[src/rtl/hazard_pkg.sv]
// Shared types and encodings for the pipeline hazard / forwarding controller.
package hazard_pkg;

  // Shadow rd fields are stored at this width; REG_AW must not exceed it.
  localparam int unsigned REG_AW_MAX = 8;
  localparam int unsigned CNT_W      = 4;
  localparam int unsigned PCSEL_W    = 2;

  localparam logic [PCSEL_W-1:0] PCSEL_PLUS1 = 2'd0;
  localparam logic [PCSEL_W-1:0] PCSEL_RS    = 2'd1;
  localparam logic [PCSEL_W-1:0] PCSEL_MEM   = 2'd2;

  typedef enum logic {
    RUN      = 1'b0,
    MEM_WAIT = 1'b1
  } state_e;

  typedef struct packed {
    logic                  valid;
    logic [REG_AW_MAX-1:0] rd;
    logic                  reg_write;
    logic                  mem_to_reg;
    logic                  mem_op;
    logic                  jump_mem;
  } stage_t;

endpackage

[src/rtl/hazard_ctrl_fwd_sel.sv]
// Three-source operand forwarding selector: EX result, then WB data, then regfile.
module hazard_ctrl_fwd_sel
  import hazard_pkg::*;
#(
  parameter int unsigned DATA_W      = 32,
  parameter int unsigned REG_AW      = 6,
  parameter int unsigned ZERO_REG_EN = 0
) (
  input  logic [REG_AW-1:0]     addr_i,
  input  logic                  ex_valid_i,
  input  logic                  ex_reg_write_i,
  input  logic                  ex_mem_to_reg_i,
  input  logic [REG_AW_MAX-1:0] ex_rd_i,
  input  logic                  wb_valid_i,
  input  logic                  wb_reg_write_i,
  input  logic [REG_AW_MAX-1:0] wb_rd_i,
  input  logic [DATA_W-1:0]     rf_val_i,
  input  logic [DATA_W-1:0]     ex_alu_i,
  input  logic [DATA_W-1:0]     ex_mem_i,
  input  logic [DATA_W-1:0]     wb_data_i,
  output logic [DATA_W-1:0]     val_o
);

  logic [REG_AW_MAX-1:0] addr_ext;
  logic                  zero_pinned;

  assign addr_ext    = REG_AW_MAX'(addr_i);
  assign zero_pinned = (ZERO_REG_EN != 0) && (addr_i == '0);

  // Youngest in-flight writer wins; a pinned r0 always reads the regfile.
  always_comb begin
    val_o = rf_val_i;
    if (!zero_pinned) begin
      if (ex_valid_i && ex_reg_write_i && (ex_rd_i == addr_ext)) begin
        val_o = ex_mem_to_reg_i ? ex_mem_i : ex_alu_i;
      end else if (wb_valid_i && wb_reg_write_i && (wb_rd_i == addr_ext)) begin
        val_o = wb_data_i;
      end
    end
  end

endmodule

[src/rtl/hazard_ctrl.sv]
// Hazard, forwarding and redirect controller for the IF/ID/EX-MEM/WB pipeline.
module hazard_ctrl
  import hazard_pkg::*;
#(
  parameter int unsigned DATA_W      = 32,
  parameter int unsigned REG_AW      = 6,
  parameter int unsigned MEM_LAT     = 0,
  parameter int unsigned ZERO_REG_EN = 0
) (
  input  logic               clk,
  input  logic               reset,
  input  logic               id_valid,
  input  logic [REG_AW-1:0]  id_rs,
  input  logic [REG_AW-1:0]  id_rt,
  input  logic [REG_AW-1:0]  id_rd,
  input  logic               id_rs_used,
  input  logic               id_rt_used,
  input  logic               id_reg_write,
  input  logic               id_mem_to_reg,
  input  logic               id_mem_op,
  input  logic               id_brz,
  input  logic               id_brn,
  input  logic               id_jump,
  input  logic               id_jump_mem,
  input  logic [DATA_W-1:0]  rf_rs_val,
  input  logic [DATA_W-1:0]  rf_rt_val,
  input  logic [DATA_W-1:0]  ex_alu_result,
  input  logic [DATA_W-1:0]  ex_mem_data,
  input  logic [DATA_W-1:0]  wb_data,
  input  logic               ex_z,
  input  logic               ex_n,
  output logic [DATA_W-1:0]  fwd_rs_val,
  output logic [DATA_W-1:0]  fwd_rt_val,
  output logic [PCSEL_W-1:0] pc_sel,
  output logic               stall_pc,
  output logic               stall_ifid,
  output logic               flush_ifid,
  output logic               bubble_idex,
  output logic               hold_ex,
  output logic               ex_valid_o,
  output logic               wb_valid_o
);

  state_e                state_q, state_d;
  logic [CNT_W-1:0]      cnt_q, cnt_d;
  stage_t                ex_q, ex_d;
  logic                  wb_valid_q, wb_valid_d;
  logic [REG_AW_MAX-1:0] wb_rd_q, wb_rd_d;
  logic                  wb_reg_write_q, wb_reg_write_d;
  logic                  z_q, z_d, n_q, n_d;
  logic                  z_eff, n_eff, br_taken;

  // Operand-use flags are informational only: no load-use interlock needs them.
  logic unused_operand_flags;
  assign unused_operand_flags = id_rs_used ^ id_rt_used;

  // State, counter, shadow stages and flag registers.
  always_ff @(posedge clk or negedge reset) begin
    if (!reset) begin
      state_q        <= RUN;
      cnt_q          <= '0;
      ex_q           <= '0;
      wb_valid_q     <= 1'b0;
      wb_rd_q        <= '0;
      wb_reg_write_q <= 1'b0;
      z_q            <= 1'b0;
      n_q            <= 1'b0;
    end else begin
      state_q        <= state_d;
      cnt_q          <= cnt_d;
      ex_q           <= ex_d;
      wb_valid_q     <= wb_valid_d;
      wb_rd_q        <= wb_rd_d;
      wb_reg_write_q <= wb_reg_write_d;
      z_q            <= z_d;
      n_q            <= n_d;
    end
  end

  // Memory-latency FSM: a mem op holds EX for MEM_LAT extra cycles.
  always_comb begin
    state_d = state_q;
    cnt_d   = cnt_q;
    hold_ex = 1'b0;
    unique case (state_q)
      RUN: begin
        if (ex_q.valid && ex_q.mem_op && (MEM_LAT > 0)) begin
          hold_ex = 1'b1;
          state_d = MEM_WAIT;
          cnt_d   = CNT_W'(MEM_LAT - 1);
        end
      end
      MEM_WAIT: begin
        if (cnt_q != '0) begin
          hold_ex = 1'b1;
          cnt_d   = cnt_q - CNT_W'(1);
        end else begin
          state_d = RUN;
        end
      end
      default: state_d = RUN;
    endcase
  end

  // Flags come live from EX when it holds a real instruction, else from the last one.
  assign z_eff    = ex_q.valid ? ex_z : z_q;
  assign n_eff    = ex_q.valid ? ex_n : n_q;
  assign br_taken = id_valid && id_jump && (!id_brz || z_eff) && (!id_brn || n_eff) && !id_jump_mem;

  // Stall and redirect control; an EX memory-indirect jump outranks any ID branch.
  always_comb begin
    pc_sel      = PCSEL_PLUS1;
    stall_pc    = hold_ex;
    stall_ifid  = hold_ex;
    flush_ifid  = 1'b0;
    bubble_idex = 1'b0;
    if (!hold_ex) begin
      if (ex_q.valid && ex_q.jump_mem) begin
        pc_sel      = PCSEL_MEM;
        flush_ifid  = 1'b1;
        bubble_idex = 1'b1;
      end else if (br_taken) begin
        pc_sel     = PCSEL_RS;
        flush_ifid = 1'b1;
      end
    end
  end

  // Shadow pipeline advance; a hold freezes EX and drains WB.
  always_comb begin
    ex_d           = ex_q;
    wb_valid_d     = wb_valid_q;
    wb_rd_d        = wb_rd_q;
    wb_reg_write_d = wb_reg_write_q;
    z_d            = z_q;
    n_d            = n_q;
    if (hold_ex) begin
      wb_valid_d = 1'b0;
    end else begin
      wb_valid_d     = ex_q.valid;
      wb_rd_d        = ex_q.rd;
      wb_reg_write_d = ex_q.reg_write;
      if (ex_q.valid) begin
        z_d = ex_z;
        n_d = ex_n;
      end
      ex_d = '0;
      if (id_valid && !bubble_idex) begin
        ex_d.valid      = 1'b1;
        ex_d.rd         = REG_AW_MAX'(id_rd);
        ex_d.reg_write  = id_reg_write;
        ex_d.mem_to_reg = id_mem_to_reg;
        ex_d.mem_op     = id_mem_op;
        ex_d.jump_mem   = id_jump_mem;
      end
    end
  end

  assign ex_valid_o = ex_q.valid;
  assign wb_valid_o = wb_valid_q;

  hazard_ctrl_fwd_sel #(
    .DATA_W      (DATA_W),
    .REG_AW      (REG_AW),
    .ZERO_REG_EN (ZERO_REG_EN)
  ) u_fwd_rs (
    .addr_i          (id_rs),
    .ex_valid_i      (ex_q.valid),
    .ex_reg_write_i  (ex_q.reg_write),
    .ex_mem_to_reg_i (ex_q.mem_to_reg),
    .ex_rd_i         (ex_q.rd),
    .wb_valid_i      (wb_valid_q),
    .wb_reg_write_i  (wb_reg_write_q),
    .wb_rd_i         (wb_rd_q),
    .rf_val_i        (rf_rs_val),
    .ex_alu_i        (ex_alu_result),
    .ex_mem_i        (ex_mem_data),
    .wb_data_i       (wb_data),
    .val_o           (fwd_rs_val)
  );

  hazard_ctrl_fwd_sel #(
    .DATA_W      (DATA_W),
    .REG_AW      (REG_AW),
    .ZERO_REG_EN (ZERO_REG_EN)
  ) u_fwd_rt (
    .addr_i          (id_rt),
    .ex_valid_i      (ex_q.valid),
    .ex_reg_write_i  (ex_q.reg_write),
    .ex_mem_to_reg_i (ex_q.mem_to_reg),
    .ex_rd_i         (ex_q.rd),
    .wb_valid_i      (wb_valid_q),
    .wb_reg_write_i  (wb_reg_write_q),
    .wb_rd_i         (wb_rd_q),
    .rf_val_i        (rf_rt_val),
    .ex_alu_i        (ex_alu_result),
    .ex_mem_i        (ex_mem_data),
    .wb_data_i       (wb_data),
    .val_o           (fwd_rt_val)
  );

endmodule

[config.mk]
export PLATFORM = sky130hd
export DESIGN_NAME = hazard_ctrl
export DESIGN_NICKNAME = d
export VERILOG_FILES = /design/src/rtl/hazard_pkg.sv /design/src/rtl/hazard_ctrl_fwd_sel.sv /design/src/rtl/hazard_ctrl.sv
export SDC_FILE = /design/constraint.sdc
export NUM_CORES = 1
export LEC_CHECK = 0
export CAP_MARGIN = 20
export CORE_MARGIN = 4
export CORE_UTILIZATION = 36
export CTS_BUF_LIST = sky130_fd_sc_hd__clkbuf_16
export CTS_CLUSTER_SIZE = 40
export DETAILED_ROUTE_END_ITERATION = 8
export PLACE_DENSITY = 0.83
export REMOVE_ABC_BUFFERS = 1
export SLEW_MARGIN = 10
export SYNTH_ARGS = -nofsm -noshare
export SYNTH_HDL_FRONTEND = slang
export SYNTH_SLANG_ARGS = --single-unit
[constraint.sdc]
create_clock -name clk -period 2 [get_ports clk]
set_input_delay 0.4 -clock clk [delete_from_list [all_inputs] [get_ports clk]]
set_output_delay 0.4 -clock clk [all_outputs]
set_load 0.05 [all_outputs]
==> results.json <==
{
  "drc_errors": 0,
  "antenna_left": 0,
  "critPathKind": "register to output port",
  "swShare_pct": 40.6,
  "yosysWarningCount": 0,
  "rsz0062_at_grt": "true",
  "fin_util_pct": 90.6,
  "synth_simple_gate_area_share_pct": 24.0,
  "p_int_mw": 1.77,
  "violations": "setup timing",
  "async_flop_share_pct": 100,
  "die-width_um": 110,
  "synth_area_sq_mm": 0.00373,
  "synthAdderAreaFrac_pct": 0.335,
  "hp-class": "register to register",
  "cts_made_buffers": 3,
  "status": "finished, violations left",
  "cp_data_required_time_ps": 1600,
  "crit_fanout": 32,
  "drt-initial-drc-count": 695,
  "leakage_nw": 3.12,
  "grt_pass1_wl_um": 34600,
  "grt_max_degree": 33,
  "drv_slew": 0,
  "gp_congestion": 0.915,
  "p_total_mw": 2.98,
  "dr_total_vias": 5944,
  "grt_usage_pct": 37.9,
  "startpoint_type": "register",
  "drt_pass1_iterations": 5,
  "start_util_pct": 37.5,
  "final-hold-violation-count": 0,
  "final_common_cell": "clkdlybuf4s50_1",
  "ios": 265,
  "finalWorstSetupSlack_ps": -802,
  "nets": 937,
  "wl_met1_um": 8900,
  "seqPwrFrac_pct": 19.2,
  "ir_worst_vdd_uv": 352,
  "synth_flop_cell": "dfrtp_1",
  "tritoncts": "built",
  "wire_per_inst_um": 31.4,
  "power.share.combinational_pct": 64.8,
  "synth_seq_cells": 25,
  "insertion_delay_ps": 270,
  "synth_top_family_by_area": "compound AO/OA/AOI/OAI gates",
  "final.setup_skew_ps": 2.08,
  "ys_types": 37,
  "synth.yosys.seq_area_share_pct": 16.8,
  "final_cell_mix": "174 x clkdlybuf4s50_1, 72 x buf_12, 59 x nand3_1",
  "htreeDepth": 1,
  "r2r_setup_slack_ps": 30,
  "holdWs_ps": 494,
  "antenna_found_initial": 1,
  "critical-path-max-stage-delay_ps": 730,
  "io_buffers": 261,
  "rows": 36,
  "cts_hold_buf": 0,
  "critPathArrivalTime_ps": 2400,
  "die_h_um": 110,
  "cts-root-buf": "clkbuf_16",
  "synth_cells": 473,
  "fin_setup_tns_ps": -28760,
  "synth_compound_area_share_pct": 32.8,
  "relSlewSlack_pct": 44.5,
  "viasPerCell": 6.77,
  "max_cap_violations": 0,
  "worstMarginPinSlew_ps": 827,
  "synth-xor-area-share_pct": 6.10,
  "crit_path_end_kind": "output port",
  "grt_overflow_total": 0,
  "top_layer_used": "met4",
  "setup_viol": 71,
  "routed_wl_um": 27500,
  "synth-edff-count": 0,
  "fin_crit_sh_pct": 140,
  "place_worst_setup_slack_ps": -719,
  "switchingPower_mw": 1.21,
  "core_sq_mm": 0.00995,
  "die_area_sq_mm": 0.0121,
  "timing.fmax_mhz": 357,
  "dpl.hpwl_um": 14300,
  "grt_pass1_vias": 6139,
  "min_period_ps": 2800,
  "syn_to_final_growth_pct": 142,
  "met3_length_um": 3050,
  "cp_cell_sequence": "xnor2_2 -> nand3_2 -> buf_6 -> nor3_1 -> a31oi_4 -> buf_12",
  "layout-drive-gt1-share_pct": 49.7,
  "pwr-share-clk_pct": 16.0,
  "avgSynthCellArea_sq_um": 7.89,
  "power.density_mw_per_mm2": 331,
  "cts_sinks": 25,
  "cts.path.max_buffers": 2,
  "slowest_stage": "nor3_1",
  "path_clk_slew_ps": 70,
  "synthMuxAreaShare_pct": 10.8,
  "wl_met2_um": 13300
}
-- critical path: cells and delay by family, from the launching register on --
family                 cells  cell delay [ps]
XOR/XNOR                   1              220
buffers and inverters      2              440
flip-flops                 1              450
AO/OA/AOI/OAI              1              130
AND/OR/NAND/NOR            2              860
-- stage by stage --
stage	instance area (sq um)	cells
final	9020	878
after global routing	9020	877
after CTS	8440	869
after detailed placement	7170	848
after global placement	7170	848
after floorplan	3410	413
-- sequential cells by signal, summed over array words and instances, names as in the netlist --
register        flops
cnt_q               4
wb_reg_write_q      1
z_q                 1
state_q             1
ex_q                9
wb_rd_q             6
wb_valid_o          1
n_q                 1
ex_valid_o          1
-- final timing paths --
path,from,end,depth (start not counted)
setup / recovery,ex_q[7]$_DFFE_PN0N_,fwd_rt_val[2],6
hold / removal,wb_reg_write_q$_DFFE_PN0N_,wb_reg_write_q$_DFFE_PN0N_,2
setup reg to reg,cnt_q[0]$_DFFE_PN0P_,ex_q[9]$_DFFE_PN0N_,10
hold reg to reg,wb_reg_write_q$_DFFE_PN0N_,wb_reg_write_q$_DFFE_PN0N_,2
max in group asynchronous,reset,wb_rd_q[4]$_DFFE_PN0N_,2
min in group asynchronous,reset,ex_q[2]$_DFFE_PN0N_,2
-- power groups by stage --
stage / Sequential [mW] / Clock [mW] / Combinational, mW
detailed placement: 0.564 / 0 / 1.55
finish: 0.573 / 0.478 / 1.93
CTS: 0.564 / 0.461 / 1.75
global route: 0.575 / 0.492 / 1.97
floorplan: 0.580 / 0 / 0.615
global placement: 0.563 / 0 / 1.52
-- area by class of cell --
class                   instances  area, sq um
repair buffers                326         4120
multi-input cells             383         3990
fillers                       371          933
flip-flops and latches         25          637
well taps                     133          166
clock buffers                   3         75.1
inverters                       5         23.8
clock inverters                 1         5.00
diodes                          2         5.00
-- cells in the mapped netlist (2+ instances only) --
master	instances	area (sq um)
a31oi_2	60	751
nand4_1	2	12.5
xnor2_1	25	219
nand2_1	26	97.6
clkbuf_1	28	105
buf_6	8	90.1
a31oi_1	4	25.0
or2_1	2	12.5
inv_1	4	15.0
mux2i_1	2	20.0
nor3_1	64	320
mux2_1	3	33.8
nand2b_1	2	12.5
o21ai_0	66	330
dfrtp_1	25	626
buf_2	19	95.1
and3_1	3	18.8
mux2_2	31	349
nand3_1	69	345
and4_1	2	17.5
a22o_1	9	78.8
buf_4	4	30.0
-- cell families (layout without fill, tap and decap cells) --
family                     count (synthesis)  after routing
buffers and inverters                     65            335
and+or+nand+nor                          176            176
xor gates and xnor gates                  26             26
AOI/OAI and AO/OA                        144            144
adders and majority gates                  1              1
muxes                                     36             36
other                                      0              2
DFF                                       25             25
-- metal layers --
metal,vias up,GRT usage (%)
li1,2344,-
met1,2826,39.0
met3,207,8.28
met4,0,26.6
met5,-,0
met2,567,67.6
-- what timing repair did --
action | in CTS | in global routing
endpoints found under the setup margin | 71 | 71
pin swaps | 41 | 31
resized for setup | 237 | 95
cloned | 7 | 4
buffers inserted | 10 | 3
Note: power is estimated with default switching activity, not from simulation.
